`src/rtl/l2_set_read_if.sv`:
```
// ---------------------------------------------------------------------------
// l2_set_read_if
// Bundles every signal of the L2 set-read stage except clock and reset.
//   req_valid/req_ready/req_set      : lookup request handshake
//   rd_en/rd_set, rd_tags/rd_states  : tag/state RAM read command and data
//                                      (data is valid one cycle after rd_en)
//   wr_en/wr_set/wr_way/wr_tag/
//   wr_states                        : snooped tag/state RAM write
//   evict_adv/evict_set              : advance a set's round-robin victim
//   tags_buf/states_buf              : registered contents of the read set
//   evict_way_buf                    : victim way of the buffered set
//   lookup_en/bufs_valid             : lookup trigger and buffer-valid flag
//   lookup_done                      : downstream releases the buffers
// The slave modport is the set-read block; master is whoever drives it.
// ---------------------------------------------------------------------------
interface l2_set_read_if #(
    parameter int WAYS       = 4,
    parameter int WORDS      = 4,
    parameter int SET_BITS   = 8,
    parameter int TAG_BITS   = 20,
    parameter int STATE_BITS = 3
);
    localparam int WAY_BITS = $clog2(WAYS);

    logic                                 req_valid;
    logic                                 req_ready;
    logic [SET_BITS-1:0]                  req_set;

    logic                                 rd_en;
    logic [SET_BITS-1:0]                  rd_set;
    logic [WAYS*TAG_BITS-1:0]             rd_tags;
    logic [WAYS*WORDS*STATE_BITS-1:0]     rd_states;

    logic                                 wr_en;
    logic [SET_BITS-1:0]                  wr_set;
    logic [WAY_BITS-1:0]                  wr_way;
    logic [TAG_BITS-1:0]                  wr_tag;
    logic [WORDS*STATE_BITS-1:0]          wr_states;

    logic                                 evict_adv;
    logic [SET_BITS-1:0]                  evict_set;

    logic [WAYS*TAG_BITS-1:0]             tags_buf;
    logic [WAYS*WORDS*STATE_BITS-1:0]     states_buf;
    logic [WAY_BITS-1:0]                  evict_way_buf;
    logic                                 lookup_en;
    logic                                 bufs_valid;
    logic                                 lookup_done;

    modport slave (
        input  req_valid, req_set,
        output req_ready,
        output rd_en, rd_set,
        input  rd_tags, rd_states,
        input  wr_en, wr_set, wr_way, wr_tag, wr_states,
        input  evict_adv, evict_set,
        output tags_buf, states_buf, evict_way_buf,
        output lookup_en, bufs_valid,
        input  lookup_done
    );

    modport master (
        output req_valid, req_set,
        input  req_ready,
        input  rd_en, rd_set,
        output rd_tags, rd_states,
        output wr_en, wr_set, wr_way, wr_tag, wr_states,
        output evict_adv, evict_set,
        input  tags_buf, states_buf, evict_way_buf,
        input  lookup_en, bufs_valid,
        output lookup_done
    );
endinterface

```
`src/rtl/l2_set_read.sv`:
```
// ---------------------------------------------------------------------------
// l2_set_read
// Reads one L2 set (all tags and per-word coherence states) from the tag/state
// RAM, holds it in registered buffers for the lookup stage, keeps those
// buffers coherent with snooped RAM writes, and supplies the round-robin
// victim way of the set from a per-set pointer table.
//
// Ports:
//   clk  : clock
//   rst  : asynchronous active-low reset
//   bus  : l2_set_read_if.slave (request, RAM read/write, evict, buffers)
//
// Build option:
//   L2_SET_READ_BYPASS_EN defined   : a write to the set being read that lands
//                                     in the RAM-data cycle is merged into the
//                                     captured data.
//   L2_SET_READ_BYPASS_EN undefined : such a write discards the RAM data and
//                                     the set is read again (one extra cycle).
// ---------------------------------------------------------------------------
module l2_set_read #(
    parameter int WAYS       = 4,
    parameter int WORDS      = 4,
    parameter int SET_BITS   = 8,
    parameter int TAG_BITS   = 20,
    parameter int STATE_BITS = 3
) (
    input  logic            clk,
    input  logic            rst,
    l2_set_read_if.slave    bus
);
    localparam int WAY_BITS  = $clog2(WAYS);
    localparam int SETS      = 1 << SET_BITS;
    localparam int LINE_BITS = WORDS * STATE_BITS;

    typedef enum logic [1:0] {
        ST_IDLE,
        ST_WAIT,
        ST_LOOKUP,
        ST_HOLD
    } state_e;

    state_e                          state_q, state_d;
    logic [SET_BITS-1:0]             set_q, set_d;
    logic [WAYS*TAG_BITS-1:0]        tagsBuf_q, tagsBuf_d;
    logic [WAYS*LINE_BITS-1:0]       statesBuf_q, statesBuf_d;
    logic [WAY_BITS-1:0]             evictWay_q, evictWay_d;
    logic [WAY_BITS-1:0]             ptr_q [SETS];
    logic                            wrHit;
    logic                            applyWrite;

    // A snooped write only matters when it targets the set we hold or are reading.
    assign wrHit = bus.wr_en && (bus.wr_set == set_q);

    // State register.
    always_ff @(posedge clk or negedge rst) begin
        if (!rst) begin
            state_q <= ST_IDLE;
        end else begin
            state_q <= state_d;
        end
    end

    // Next-state logic. lookup_done is only honoured in HOLD.
    always_comb begin
        state_d = state_q;
        case (state_q)
            ST_IDLE:   if (bus.req_valid) state_d = ST_WAIT;
`ifdef L2_SET_READ_BYPASS_EN
            ST_WAIT:   state_d = ST_LOOKUP;
`else
            ST_WAIT:   if (!wrHit) state_d = ST_LOOKUP;
`endif
            ST_LOOKUP: state_d = ST_HOLD;
            ST_HOLD:   if (bus.lookup_done) state_d = ST_IDLE;
            default:   state_d = ST_IDLE;
        endcase
    end

    // Output logic. The RAM read command is gated by rst so every command
    // output is quiet while reset is held.
    always_comb begin
        bus.req_ready  = (state_q == ST_IDLE);
        bus.lookup_en  = (state_q == ST_LOOKUP);
        bus.bufs_valid = (state_q == ST_LOOKUP) || (state_q == ST_HOLD);
        bus.rd_en      = 1'b0;
        bus.rd_set     = '0;
        if (rst) begin
            if ((state_q == ST_IDLE) && bus.req_valid) begin
                bus.rd_en  = 1'b1;
                bus.rd_set = bus.req_set;
            end
`ifndef L2_SET_READ_BYPASS_EN
            else if ((state_q == ST_WAIT) && wrHit) begin
                bus.rd_en  = 1'b1;
                bus.rd_set = set_q;
            end
`endif
        end
    end

    // Buffer next-state: capture RAM data in WAIT, then patch in any write to
    // the held set. The victim is read from the pointer register before this
    // cycle's evict_adv lands, so a same-cycle advance yields the old value.
    always_comb begin
        set_d       = set_q;
        tagsBuf_d   = tagsBuf_q;
        statesBuf_d = statesBuf_q;
        evictWay_d  = evictWay_q;
        applyWrite  = 1'b0;
        case (state_q)
            ST_IDLE: begin
                if (bus.req_valid) set_d = bus.req_set;
            end
            ST_WAIT: begin
`ifdef L2_SET_READ_BYPASS_EN
                tagsBuf_d   = bus.rd_tags;
                statesBuf_d = bus.rd_states;
                evictWay_d  = ptr_q[set_q];
                applyWrite  = wrHit;
`else
                if (!wrHit) begin
                    tagsBuf_d   = bus.rd_tags;
                    statesBuf_d = bus.rd_states;
                    evictWay_d  = ptr_q[set_q];
                end
`endif
            end
            ST_LOOKUP, ST_HOLD: begin
                applyWrite = wrHit;
            end
            default: ;
        endcase
        if (applyWrite) begin
            for (int w = 0; w < WAYS; w++) begin
                if (WAY_BITS'(w) == bus.wr_way) begin
                    tagsBuf_d[w*TAG_BITS +: TAG_BITS]     = bus.wr_tag;
                    statesBuf_d[w*LINE_BITS +: LINE_BITS] = bus.wr_states;
                end
            end
        end
    end

    // Buffer registers.
    always_ff @(posedge clk or negedge rst) begin
        if (!rst) begin
            set_q       <= '0;
            tagsBuf_q   <= '0;
            statesBuf_q <= '0;
            evictWay_q  <= '0;
        end else begin
            set_q       <= set_d;
            tagsBuf_q   <= tagsBuf_d;
            statesBuf_q <= statesBuf_d;
            evictWay_q  <= evictWay_d;
        end
    end

    // Round-robin victim pointers; WAYS is a power of two so the natural
    // wrap of the WAY_BITS-wide add gives mod-WAYS behaviour.
    always_ff @(posedge clk or negedge rst) begin
        if (!rst) begin
            for (int i = 0; i < SETS; i++) ptr_q[i] <= '0;
        end else if (bus.evict_adv) begin
            ptr_q[bus.evict_set] <= ptr_q[bus.evict_set] + WAY_BITS'(1);
        end
    end

    assign bus.tags_buf      = tagsBuf_q;
    assign bus.states_buf    = statesBuf_q;
    assign bus.evict_way_buf = evictWay_q;

endmodule

```
`src/flat_wrapper.sv`:
```
// flat-port wrapper written by rule: the top's interface ports become plain ports
module l2_set_read_flat 
#(
    parameter int WAYS       = 4,
    parameter int WORDS      = 4,
    parameter int SET_BITS   = 8,
    parameter int TAG_BITS   = 20,
    parameter int STATE_BITS = 3
)
  (clk, rst, bus_req_valid, bus_req_set, bus_req_ready, bus_rd_en, bus_rd_set, bus_rd_tags, bus_rd_states, bus_wr_en, bus_wr_set, bus_wr_way, bus_wr_tag, bus_wr_states, bus_evict_adv, bus_evict_set, bus_tags_buf, bus_states_buf, bus_evict_way_buf, bus_lookup_en, bus_bufs_valid, bus_lookup_done);
  l2_set_read_if #(.WAYS(WAYS), .WORDS(WORDS), .SET_BITS(SET_BITS), .TAG_BITS(TAG_BITS), .STATE_BITS(STATE_BITS)) bus_i ();
  input  logic clk;
  input  logic rst;
  input wire logic [$bits(bus_i.req_valid)-1:0] bus_req_valid;
  input wire logic [$bits(bus_i.req_set)-1:0] bus_req_set;
  output wire logic [$bits(bus_i.req_ready)-1:0] bus_req_ready;
  output wire logic [$bits(bus_i.rd_en)-1:0] bus_rd_en;
  output wire logic [$bits(bus_i.rd_set)-1:0] bus_rd_set;
  input wire logic [$bits(bus_i.rd_tags)-1:0] bus_rd_tags;
  input wire logic [$bits(bus_i.rd_states)-1:0] bus_rd_states;
  input wire logic [$bits(bus_i.wr_en)-1:0] bus_wr_en;
  input wire logic [$bits(bus_i.wr_set)-1:0] bus_wr_set;
  input wire logic [$bits(bus_i.wr_way)-1:0] bus_wr_way;
  input wire logic [$bits(bus_i.wr_tag)-1:0] bus_wr_tag;
  input wire logic [$bits(bus_i.wr_states)-1:0] bus_wr_states;
  input wire logic [$bits(bus_i.evict_adv)-1:0] bus_evict_adv;
  input wire logic [$bits(bus_i.evict_set)-1:0] bus_evict_set;
  output wire logic [$bits(bus_i.tags_buf)-1:0] bus_tags_buf;
  output wire logic [$bits(bus_i.states_buf)-1:0] bus_states_buf;
  output wire logic [$bits(bus_i.evict_way_buf)-1:0] bus_evict_way_buf;
  output wire logic [$bits(bus_i.lookup_en)-1:0] bus_lookup_en;
  output wire logic [$bits(bus_i.bufs_valid)-1:0] bus_bufs_valid;
  input wire logic [$bits(bus_i.lookup_done)-1:0] bus_lookup_done;
  assign bus_i.req_valid = bus_req_valid;
  assign bus_i.req_set = bus_req_set;
  assign bus_req_ready = bus_i.req_ready;
  assign bus_rd_en = bus_i.rd_en;
  assign bus_rd_set = bus_i.rd_set;
  assign bus_i.rd_tags = bus_rd_tags;
  assign bus_i.rd_states = bus_rd_states;
  assign bus_i.wr_en = bus_wr_en;
  assign bus_i.wr_set = bus_wr_set;
  assign bus_i.wr_way = bus_wr_way;
  assign bus_i.wr_tag = bus_wr_tag;
  assign bus_i.wr_states = bus_wr_states;
  assign bus_i.evict_adv = bus_evict_adv;
  assign bus_i.evict_set = bus_evict_set;
  assign bus_tags_buf = bus_i.tags_buf;
  assign bus_states_buf = bus_i.states_buf;
  assign bus_evict_way_buf = bus_i.evict_way_buf;
  assign bus_lookup_en = bus_i.lookup_en;
  assign bus_bufs_valid = bus_i.bufs_valid;
  assign bus_i.lookup_done = bus_lookup_done;
  l2_set_read #(.WAYS(WAYS), .WORDS(WORDS), .SET_BITS(SET_BITS), .TAG_BITS(TAG_BITS), .STATE_BITS(STATE_BITS)) u_core (.clk(clk), .rst(rst), .bus(bus_i));
endmodule
```
`config.mk`:
```
export PLATFORM = sky130hd
export DESIGN_NAME = l2_set_read_flat
export DESIGN_NICKNAME = d
export VERILOG_FILES = /design/src/rtl/l2_set_read_if.sv /design/src/rtl/l2_set_read.sv /design/src/flat_wrapper.sv
export SDC_FILE = /design/constraint.sdc
export NUM_CORES = 2
export LEC_CHECK = 0
export BUFFER_PORTS_ARGS = -buffer_cell sky130_fd_sc_hd__buf_2
export CORE_ASPECT_RATIO = 0.75
export CORE_MARGIN = 2
export CORE_UTILIZATION = 32
export DETAILED_ROUTE_END_ITERATION = 8
export PLACE_DENSITY_LB_ADDON = 0.1
export SKIP_LAST_GASP = 1
export SLEW_MARGIN = 20
export SYNTH_ARGS = -nofsm -noshare
export SYNTH_HDL_FRONTEND = slang
export SYNTH_SLANG_ARGS = --single-unit
```
`constraint.sdc`:
```
create_clock -name clk -period 3.1 [get_ports clk]
set_input_delay 0.62 -clock clk [delete_from_list [all_inputs] [get_ports clk]]
set_output_delay 0.62 -clock clk [all_outputs]
set_load 0.02 [all_outputs]
```
### Word-level counts from Yosys, hierarchy flattened

Index checks and enable logic that the tools add are counted.

* logic and storage cells: 323
* output and inout bits: 142
* register bits: 652
* bits of input ports: 192

* bitwise operators: 3
* equal/unequal tests: 10
* add/sub/neg operators: 1
* $lt $le $gt $ge: 3
* reductions and logical operators: 11
* mux-type cells: 34

Operator list (count)
* bitwise mux 512 bit: 1
* 2-to-1 mux 80 bit: 3
* 2-to-1 mux 48 bit: 3
* 2-to-1 mux 20 bit: 4
* 2-to-1 mux 12 bit: 4
* binary-select mux 2 bit (select 8 bit): 2
* 2-to-1 mux 8 bit: 3
* greater-or-equal comparator 9 bit (second input constant): 2
* NOT 8 -> 9 bit: 2
* demux 2 bit (select 8 bit): 1
* 2-to-1 mux 2 bit: 8
* less-than comparator 9 x 1 -> 1 bit (second input constant): 1
* equality test 8 bit: 1
* case mux 2 bit (4 select lines): 1
* inequality test 2 bit (second input constant): 3
* equality test 2 bit (first input constant): 2
* equality test 2 bit (second input constant): 2
* logical AND 1 bit: 4
* zero test 2 bit: 2
* 2-to-1 mux 1 bit: 4
* AND reduction 2 bit: 2
* AND reduction 3 bit: 1
* adder 2 x 1 -> 2 bit (second input constant): 1
* equality test 1 x 2 -> 1 bit (first input constant): 1
* 4 further kinds: 4

### Logic depth before layout (Yosys ltp)

* depth after elaboration: 6
* depth in mapped cells: 16
* depth with buffers taken out: 8

### Worst setup path after synthesis

No wires, ideal clock.

* kind: input to register
* start point: input port bus_evict_set[1]
* end point: register u_core.ptr_q[373] in the netlist's numbering
* setup slack: -0.612 ns
* required time: 2.978 ns
* stages on the path: 15
* arrival: 3.590 ns
* path buffers: 8
* library setup time: 0.122 ns
* path through: buf_2 -> buf_4 -> buf_6 -> buf_6 -> buf_2 -> buf_2 -> mux4_2 -> nand2_1 -> nand4_1 -> a2bb2o_1 -> a2111oi_4 -> xor2_2 -> buf_8 -> buf_8 -> o21ai_1

* longest elaborated chain between the ends: 6

Ends and longest elaborated chain
* from (decl): RTL line flat_wrapper.sv:27 `input wire logic [$bits(bus_i.evict_set)-1:0] bus_evict_set;`
* NOT 8 -> 9 bit (not written as such) (*): RTL line l2_set_read.sv:164 `ptr_q[bus.evict_set] <= ptr_q[bus.evict_set] + WAY_BITS'(1);`
* binary-select mux 2 bit (select 8 bit) (tied with other cells): RTL line l2_set_read.sv:164
* 2-to-1 mux 2 bit (not written as such) / logical AND 1 bit (equally long branches): RTL line l2_set_read.sv:164
* 2-to-1 mux 2 bit (not written as such): RTL line l2_set_read.sv:164
* adder 2 x 1 -> 2 bit / demux 2 bit (select 8 bit) (equally long branches): RTL line l2_set_read.sv:164
* bitwise mux 512 bit (*): RTL line l2_set_read.sv:164
* to (signal, indexed assignment): RTL line l2_set_read.sv:164
* to (decl): RTL line l2_set_read.sv:47 `logic [WAY_BITS-1:0] ptr_q [SETS];`

Every way passes the cells marked *; elsewhere a longest branch is shown, timed or not. The select of a mux whose other input is x is not followed.
A chain may end at the register's enable or synchronous reset.

### Final worst setup path

* start point: register u_core.ptr_q[285] in the netlist's numbering
* end point: register u_core.ptr_q[461] in the netlist's numbering

* longest elaborated chain between the ends: 5

Ends and longest elaborated chain (RTL line)
* binary-select mux 2 bit (select 8 bit): l2_set_read.sv:164
* 2-to-1 mux 2 bit (not written as such) (2 in a row): l2_set_read.sv:164
* adder 2 x 1 -> 2 bit: l2_set_read.sv:164
* bitwise mux 512 bit: l2_set_read.sv:164

Every way passes these cells. The select of a mux whose other input is x is not followed.

==> results by group <==
Logic synthesis
  – Synth top cells by count: nand2_1, dfrtp_1, mux4_2, o21ai_0, mux2i_1
  – Post-synth cell types: between 50 and 60
  – Cell count after synthesis: approximately 3200
  – Syn nets: ~3400
  – Sequential cell area fraction in the yosys report: between 40% and 50%
  – Post-synth top area share: 47.7%
  – Main flop type after synthesis: dfrtp_1
  – Yosys top cell by area: dfrtp_1
  – Synth warn: 0
  – Async SR Flop Fraction: 100%
  – Mapped Area: 0.0342 mm²
  – #FFs+latches synth: 652
  – Mean Syn Cell Area: 10.7 µm²
  – Most frequent cell after synthesis: nand2_1
  – Synth area leaders: dfrtp_1, mux4_2, nand2_1
  – EDFF count, synth: 0

Route
  – Via total after detailed routing: 28600
  – WL/cell: 25.9 µm
  – DRT iter0 DRCs: 2856
  – Via-to-Cell Ratio: around 5.4
  – Post-route ant nets: 0
  – # DRC: 0
  – Routed WL: 137000 µm
  – First-pass DRT Iterations: 5

Run status
  – Outcome: finished with violations
  – Failing checks: setup timing

Hold path
  – Hold Path Class: input port to flop
  – Hold_sp: bus_req_set[6]
  – Hold Path End: u_core.set_q[6]$_DFFE_PN0P_
  – Cells on Worst Hold Path: 3

Critical path
  – R2R depth: 15
  – WS Path Type: flop to flop
  – Launching point of the worst reg2reg path: u_core.ptr_q[285]$_DFFE_PN0P_
  – Critical Path Source Type: flop
  – FF-to-FF setup slack: -560 ps
  – Critical Path RT: ~3700 ps
  – CP Capture Type: flop
  – RR Endpoint: u_core.ptr_q[461]$_DFFE_PN0P_
  – Worst EP arrival: 4200 ps
  – Worst-path fanout max: 8

Finish
  – Reg area: 0.0163 mm²
  – Layout cells sized above 1: between 30 and 40%
  – Area added between synthesis and finish: 31.5%
  – Final core occ: 42.6%
  – Final std cells w/o fill: 5272
  – Filler Cell Count: ~10000
  – Multi-input logic area: 0.0175 mm²
  – Final nets: roughly 4000

Clock tree
  – Deepest clock path buffer count: 3
  – CTS buffer count: 75
  – # clock sinks: 652
  – CTS tree: yes
  – Clk_lat worst skew: between 600 and 700 ps
  – Worst-path clk slew: 60 ps
  – CTS HTree Levels: 3
  – CTS Root Cell: clkbuf_16

Global routing
  – Vias in the first global route: 28200
  – Pin count of the biggest net entering global routing: approximately 120
  – GRT Overall Usage: about a quarter
  – Initial antenna violation count: 11
  – Grt ovf: 0
  – First-pass GRT wire length: roughly 190000 µm

Placement
  – Final Wtd Congestion: 0.898
  – Port Buffers: 333
  – Hpwl dp: 93200 µm
  – Placed Cells: 5052

Timing
  – Fmax: 274 MHz
  – Final setup margin: -555 ps
  – Fin Setup TNS: -118180 ps
  – Setup Skew: 19.2 ps
  – Tmin final: approximately 3700 ps
  – Worst-margin pin slew: 901 ps
  – Period utilization: 118%
  – Slew Limit Fails: 0
  – RSZ-0062 raised after global routing: true
  – Slew margin rel.: 39.6%
  – Final Hold Fails: 0
  – Finish-stage setup viols: 261

Floorplanning
  – Io pins: between 300 and 400
  – Rows: 103
  – Initial Util: between 30% and 40%
  – Chip Width: 381 µm
  – Core area: 0.106 mm²
  – Die ar.: 0.109 mm²
  – Die height: ~290 µm

Pwr
  – Lkg Pwr: 20.2 nW
  – Power Density: just over 700 mW/mm²
  – Peak supply drop: 0.409 mV

Job
  – Maxcap violations: 0
## layout make-up
cell class	count	area share (%)
diodes	8	0.0446
clock buffers	115	5.14
clock inverters	18	0.571
inverters	12	0.100
multi-input cells	2286	38.9
flip-flops and latches	652	36.3
well taps	1417	3.95
repair buffers	764	15.0
## metrics by stage
stage / hold WS (ps) / area, µm² / power [mW] / setup slack [ps]
floorplan: 324 / 34300 / 17.6 / -427
global placement: 476 / 40000 / 21.9 / -1070
detailed placement: 485 / 40000 / 22.1 / -1120
CTS: 154 / 43800 / 32.5 / -500
global route: 193 / 44900 / 34.2 / -624
finish: 209 / 44900 / 32.7 / -555
## repair_timing
action                     CTS  global route
cloned                      16            24
hold endpoints to repair    32             0
buffers inserted            25            21
gates resized for setup    130           258
pin swaps                   11             7
setup endpoints to repair  523           523
hold buffers                 1             0
## registers in the layout, summed over array words and instances (netlist names)
| register | cells |
|---|---|
| u_core.bus.tags_buf | 80 |
| u_core.bus.states_buf | 48 |
| u_core.bus.evict_way_buf | 2 |
| u_core.ptr_q | 512 |
| u_core.state_q | 2 |
| u_core.set_q | 8 |
## how the worst max path moves through the flow
stage               depth (start not counted)                          start  slack (ps)                             to
CTS                                        15  u_core.ptr_q[273]$_DFFE_PN0P_        -500  u_core.ptr_q[431]$_DFFE_PN0P_
finish                                     15  u_core.ptr_q[285]$_DFFE_PN0P_        -560  u_core.ptr_q[461]$_DFFE_PN0P_
floorplan                                  13               bus_evict_set[0]        -430  u_core.ptr_q[373]$_DFFE_PN0P_
global placement                           13               bus_evict_set[0]       -1070  u_core.ptr_q[353]$_DFFE_PN0P_
global route                               15  u_core.ptr_q[273]$_DFFE_PN0P_        -620  u_core.ptr_q[493]$_DFFE_PN0P_
detailed placement                         14               bus_evict_set[1]       -1120   u_core.ptr_q[25]$_DFFE_PN0P_
## cells in the final DEF (no fill, tap or decap), types with 5 or more instances in the layout
cell / count
nand3_1: 11
o21ai_2: 171
a21oi_1: 150
buf_12: 73
dfrtp_1: 645
clkbuf_1: 14
mux2i_1: 177
o21ai_0: 143
and2_1: 6
bufinv_16: 6
nor2_1: 150
o21ai_1: 189
nor2b_1: 5
o21ai_4: 6
a22oi_2: 15
mux4_2: 275
buf_16: 20
nor3_1: 6
nand4_1: 12
a22oi_1: 38
nand2_1: 820
diode_2: 8
inv_1: 10
buf_6: 19
clkbuf_16: 91
a21oi_2: 6
clkinv_2: 7
buf_4: 301
buf_8: 10
clkbuf_8: 26
nor2_2: 18
buf_2: 321
## report_power, final
part,total (mW),switching (mW),internal (mW),leakage [nW]
registers,10.9,0.935,9.96,8.65
clock network,9.41,3.79,5.62,1.26
logic,12.4,6.81,5.58,10.3
total,32.7,11.5,21.2,20.2
## kinds of logic (layout without fill, tap and decap cells)
family / Yosys count / count (layout) / share of synthesized area, %
other: 0 / 8 / 0
and+or+nand+nor: 1066 / 1067 / 12.3
DFF: 652 / 652 / 47.7
buffers and inverters: 244 / 909 / 3.70
xor gates and xnor gates: 9 / 9 / 0.253
adders and majority gates: 4 / 4 / 0.146
AOI/OAI and AO/OA: 751 / 751 / 12.4
muxes: 455 / 455 / 23.4
## worst max-delay path, cell delays in order (launching register included)
cell	delay (ps)
dfrtp_1	470
mux4_2	510
a2bb2oi_2	150
nand4_1	230
buf_4	170
nand4_1	120
buf_6	170
or4_4	520
a2111oi_4	190
buf_4	190
xor2_4	180
buf_12	150
buf_16	160
buf_12	130
buf_16	130
o21ai_2	50
## per-layer routing
layer	track usage, %	wire [µm]	up-vias
met5	0	0	-
met4	5.82	3450	0
met3	4.83	10200	201
met2	35.8	61600	1070
met1	35.1	61500	14600
li1	-	-	12800
Note: power is estimated with default switching activity, not from simulation.
